## config.mk

```make
export PLATFORM = sky130hd
export DESIGN_NAME = i2c
export DESIGN_NICKNAME = d
export VERILOG_FILES = /design/src/rtl/i2c_pkg.sv /design/src/rtl/i2c_sync_edge.sv /design/src/rtl/i2c.sv
export SDC_FILE = /design/constraint.sdc
export NUM_CORES = 1
export LEC_CHECK = 0
export CAP_MARGIN = 20
export CORE_MARGIN = 3
export CORE_UTILIZATION = 45
export CTS_BUF_LIST = sky130_fd_sc_hd__clkbuf_4
export DETAILED_ROUTE_END_ITERATION = 12
export HOLD_SLACK_MARGIN = 0.12
export PLACE_DENSITY = 0.63
export SETUP_SLACK_MARGIN = 0.2
export SYNTH_ARGS = -nofsm -noshare
export SYNTH_HDL_FRONTEND = slang
export SYNTH_SLANG_ARGS = --single-unit
```

## constraint.sdc

```tcl
create_clock -name clk -period 2.5 [get_ports clk]
set_input_delay 0.5 -clock clk [delete_from_list [all_inputs] [get_ports clk]]
set_output_delay 0.5 -clock clk [all_outputs]
set_load 0.02 [all_outputs]
```

## src/rtl/i2c_pkg.sv

```systemverilog
// Shared constants for the write-only I2C target: FSM state encodings and bus levels.
package i2c_pkg;

  typedef logic [2:0] state_t;

  localparam state_t IDLE     = 3'd0;
  localparam state_t ADDR     = 3'd1;
  localparam state_t ADDR_ACK = 3'd2;
  localparam state_t DATA     = 3'd3;
  localparam state_t DATA_ACK = 3'd4;
  localparam state_t IGNORE   = 3'd5;

  localparam logic ACK_LEVEL = 1'b0;

endpackage

```

## src/rtl/i2c_sync_edge.sv

```systemverilog
// Two-flop synchronizer for one I2C pin plus a history flop for rise/fall detection.
module i2c_sync_edge (
  input  logic clk,
  input  logic reset,
  input  logic pin,
  output logic level,
  output logic rise,
  output logic fall
);

  logic meta;
  logic sync;
  logic hist;

  // Idle bus is pulled high, so reset to 1 to avoid a phantom edge after reset.
  always_ff @(posedge clk) begin
    if (reset) begin
      meta <= 1'b1;
      sync <= 1'b1;
      hist <= 1'b1;
    end else begin
      meta <= pin;
      sync <= meta;
      hist <= sync;
    end
  end

  assign level = sync;
  assign rise  = sync & ~hist;
  assign fall  = ~sync & hist;

endmodule

```

## src/rtl/i2c.sv

```systemverilog
// Write-only 7-bit-address I2C target: ACKs its address and each data byte, strobes out received bytes.
module i2c
  import i2c_pkg::*;
#(
  parameter logic [6:0] ADDRESS = 7'h4A
) (
  input  logic       clk,
  input  logic       reset,
  input  logic       scl_i,
  output logic       scl_o,
  input  logic       sda_i,
  output logic       sda_o,
  output logic [7:0] data,
  output logic       data_valid_o,
  output logic       start,
  output logic       stop
);

  logic       scl_level, scl_rise, scl_fall;
  logic       sda_level, sda_rise, sda_fall;
  logic       start_cond, stop_cond;
  state_t     state;
  logic [7:0] shift;
  logic [3:0] bit_cnt;

  i2c_sync_edge u_scl (
    .clk  (clk),
    .reset(reset),
    .pin  (scl_i),
    .level(scl_level),
    .rise (scl_rise),
    .fall (scl_fall)
  );

  i2c_sync_edge u_sda (
    .clk  (clk),
    .reset(reset),
    .pin  (sda_i),
    .level(sda_level),
    .rise (sda_rise),
    .fall (sda_fall)
  );

  assign scl_o      = 1'b1;
  assign start_cond = sda_fall & scl_level;
  assign stop_cond  = sda_rise & scl_level;

  // START/STOP override whatever the FSM was doing, including an SCL edge in the same clk.
  always_ff @(posedge clk) begin
    if (reset) begin
      state        <= IDLE;
      shift        <= 8'h00;
      bit_cnt      <= 4'd0;
      sda_o        <= 1'b1;
      data         <= 8'h00;
      data_valid_o <= 1'b0;
      start        <= 1'b0;
      stop         <= 1'b0;
    end else begin
      start        <= 1'b0;
      stop         <= 1'b0;
      data_valid_o <= 1'b0;
      if (start_cond) begin
        start   <= 1'b1;
        sda_o   <= 1'b1;
        bit_cnt <= 4'd0;
        state   <= ADDR;
      end else if (stop_cond) begin
        stop    <= 1'b1;
        sda_o   <= 1'b1;
        bit_cnt <= 4'd0;
        state   <= IDLE;
      end else begin
        case (state)
          ADDR: begin
            if (scl_rise && bit_cnt != 4'd8) begin
              shift   <= {shift[6:0], sda_level};
              bit_cnt <= bit_cnt + 4'd1;
            end else if (scl_fall && bit_cnt == 4'd8) begin
              bit_cnt <= 4'd0;
              // Only a write to our own address is acknowledged; reads are never ACKed.
              if (shift == {ADDRESS, 1'b0}) begin
                sda_o <= ACK_LEVEL;
                state <= ADDR_ACK;
              end else begin
                state <= IGNORE;
              end
            end
          end
          ADDR_ACK: begin
            if (scl_fall) begin
              sda_o <= 1'b1;
              state <= DATA;
            end
          end
          DATA: begin
            if (scl_rise && bit_cnt != 4'd8) begin
              shift   <= {shift[6:0], sda_level};
              bit_cnt <= bit_cnt + 4'd1;
              if (bit_cnt == 4'd7) begin
                data         <= {shift[6:0], sda_level};
                data_valid_o <= 1'b1;
              end
            end else if (scl_fall && bit_cnt == 4'd8) begin
              sda_o <= ACK_LEVEL;
              state <= DATA_ACK;
            end
          end
          DATA_ACK: begin
            if (scl_fall) begin
              sda_o   <= 1'b1;
              bit_cnt <= 4'd0;
              state   <= DATA;
            end
          end
          IDLE, IGNORE: ;
          default: state <= IDLE;
        endcase
      end
    end
  end

endmodule

```

==> flow_summary.ini <==
[setup_path]
worst-r2r-cell-count = 7
arrival_ns = 2.16
critical_path_required_ns = 2.73
cp_cell_sequence = inv_1 -> ha_1 -> and3b_1 -> a211oi_2 -> and4_4 -> mux2i_1 -> nor2_1
crit_fanout = 9
path_depth = 7
max_stage_delay_ns = 0.42
slowest_stage = dfxtp_1
path_class = register to register
crit_path_end_kind = register
reg2reg_slack_ns = 0.57
critPathTopFamily = simple AND/OR/NAND/NOR gates
path_buf_inv = 1
start_kind = register

[clock_network]
post_cts_buffers = 0
cts.sinks = 33
clock_latency_ns = 0.34
ctsHtreeMaxLevel = 2
cts.repair.resized = 0
clockRootBuffer = clkbuf_4
cts_buffers = 5
cts_tree = yes
clk_pin_slew_worst_paths_ns = 0.10
ctsHoldBuffers = 0
clock_path_buffers = 2

[power_and_ir_drop]
leakage_nw = 0.591
ir_worst_vdd_uv = 412
powerDensity_nw_per_um2 = 511
finalPower_mw = 0.856

[timing]
min_period_ns = 1.93
tightest_slew_ns = 0.537
fin_tns_setup_ns = 0
report.final.hold_viol_count = 0
fmax_mhz = 519
rsz0062_at_grt = false
setup_slack_ns = 0.573
drv_slew = 0
finalSetupViolations = 0
timing.final.crit_share_pct = 77.1
hold-worst-slack_ns = 0.419
skew_ns = 0.00957
slew_headroom_pct = 64.2

[global_route]
grt_pass1_vias = 1100
grt_antenna_before_repair = 0
grt_pass1_wl_um = 5030
grtUsageTotal_pct = 15.9
grt_max_degree = 28
grt-ovfl-total = 0

[logic_synthesis]
ys_types = 41
synth-compound-area-share_pct = 10.9
synth_common_cells = dfxtp_1 (33), nor2_1 (32), mux2i_1 (16)
syn_inst = 159
avgSynthCellArea_um2 = 9.25
ys.flop_type = dfxtp_1
yosys_warnings = 0
synthAdderAreaFrac_pct = 1.70
async_flop_share_pct = 0
syn_area_um2 = 1470
synth_top_cell_by_area = dfxtp_1
synth_top_family_by_area = simple AND/OR/NAND/NOR gates
synth_area_leaders = dfxtp_1 (45%), mux2i_1 (11%), nor2_1 (8.2%), or2_2 (2.6%), xnor2_1 (1.8%)
synth_edf_count = 0
synth_nets = 165
synth_top_area_share_pct = 44.9
ys_seq_elements = 33
seq_area_frac_synth_pct = 44.9
synth.most_common_cell = dfxtp_1
synth-simple-area-share_pct = 22.2
yosys.area_share.xor_xnor_pct = 2.38
synthMuxAreaShare_pct = 11.6

[floorplan]
core_um2 = 3080
num_io_pins = 17
die_w_um = 63.2
fp.dieH_um = 63.2
start_util_pct = 47.8
row_count = 20
die_area_um2 = 3990

[cells_and_area]
num_antenna_cells = 0
post-route-util_pct = 54.5
drive_gt1_share_pct = 11.5
layout-area-overhead-vs-synth_pct = 13.9
fin_area_um2 = 1680
nNetsFinal = 179
stdcell_count = 218
final.fill_count = 299

[placement]
gp_congestion = 0.912
place_ws_ns = 0.600
place_area_um2 = 1620
dp_cells = 210
hpwl_um = 1950
port-buffer-count = 15

[detailed_routing]
drt-total-wl_um = 2750
drt_pass1_iterations = 4
via_count = 1128
post_drt_wl_per_cell_um = 12.6
ant_nets = 0
drt_iter0_drc = 49
vias_per_cell = 5.17
drcViolationCount = 0

[run_status]
status = complete, no violations

[min_path]
hold_path.class = register to register
holdPathStages = 1

[job]
maxCapViolations = 0
## sequential cells by signal (all words and copies together) (netlist names)
register / cells
bit_cnt: 4
data: 8
data_valid_o: 1
sda_o: 1
shift: 8
start: 1
state: 3
stop: 1
u_scl.hist: 1
u_scl.level: 1
u_scl.meta: 1
u_sda.hist: 1
u_sda.level: 1
u_sda.meta: 1
## placed cells by master, fill, tap and decap left out, drive strengths merged, types with 2 or more instances in the layout
master         netlist  routed
nor2                32      32
xnor2                3       3
nand2                5       5
a211oi               4       4
or2                  6       6
clkdlybuf4s50        0      15
buf                  5       2
ha                   2       2
nor2b                3       3
a21oi                4       4
inv                  5       5
nor4b                2       2
mux2i               16      16
o21ai                4       4
o22ai                2       2
nand2b               3       3
clkinv               0       3
a22oi                3       3
nand3                3       3
dfxtp               33      33
clkbuf               5       5
nor3                 2       2
## final cells by class
class                           instances  area (um^2)  share of cell area, %
Inverter                                5         18.8                   1.12
Clock inverter                          3         17.5                   1.04
Clock buffer                            5         37.5                   2.24
Tap cell                               44         55.1                   3.28
Multi-Input combinational cell        111          722                   43.1
Sequential cell                        33          661                   39.4
Timing Repair Buffer                   17          165                   9.85
## worst reg2reg max path: cells and delay by family, from the launching register on
kind	cells	cell delay (ns)
AOI/OAI and AO/OA	1	0.27
adders and majority gates	1	0.21
buffers and inverters	1	0.07
DFF	1	0.42
muxes	1	0.21
and+or+nand+nor	3	0.64
## final timing paths
path | startpoint | to
max | bit_cnt[0] | data[3]
min reg2reg | u_sda.meta | u_sda.level
max reg2reg | bit_cnt[0] | data[3]
min | u_sda.meta | u_sda.level
## report_power, final
| group | leakage [nW] | switching, mW | internal, mW | total [mW] |
|---|---|---|---|---|
| registers | 0.267 | 0.00479 | 0.530 | 0.535 |
| clock network | 0.0326 | 0.181 | 0.106 | 0.287 |
| logic | 0.291 | 0.0196 | 0.0152 | 0.0348 |
| total | 0.591 | 0.205 | 0.651 | 0.856 |
## per-layer routing
metal | GRT usage [%] | vias to the layer above | share of wire (%)
li1 | - | 577 | -
met1 | 21.4 | 522 | 49
met2 | 24.0 | 29 | 46
met3 | 5.35 | 0 | 4.5
met4 | 4.85 | 0 | 0
met5 | 0 | - | 0
## cell families after synthesis
| family | after synthesis |
|---|---|
| other | 1 |
| AO/OA/AOI/OAI | 23 |
| flip-flops | 33 |
| buffers and inverters | 15 |
| adder cells (fa/ha/maj) | 2 |
| multiplexers | 17 |
| AND/OR/NAND/NOR | 64 |
| XOR/XNOR | 4 |
No activity file was read; power rests on OpenSTA's default activity.
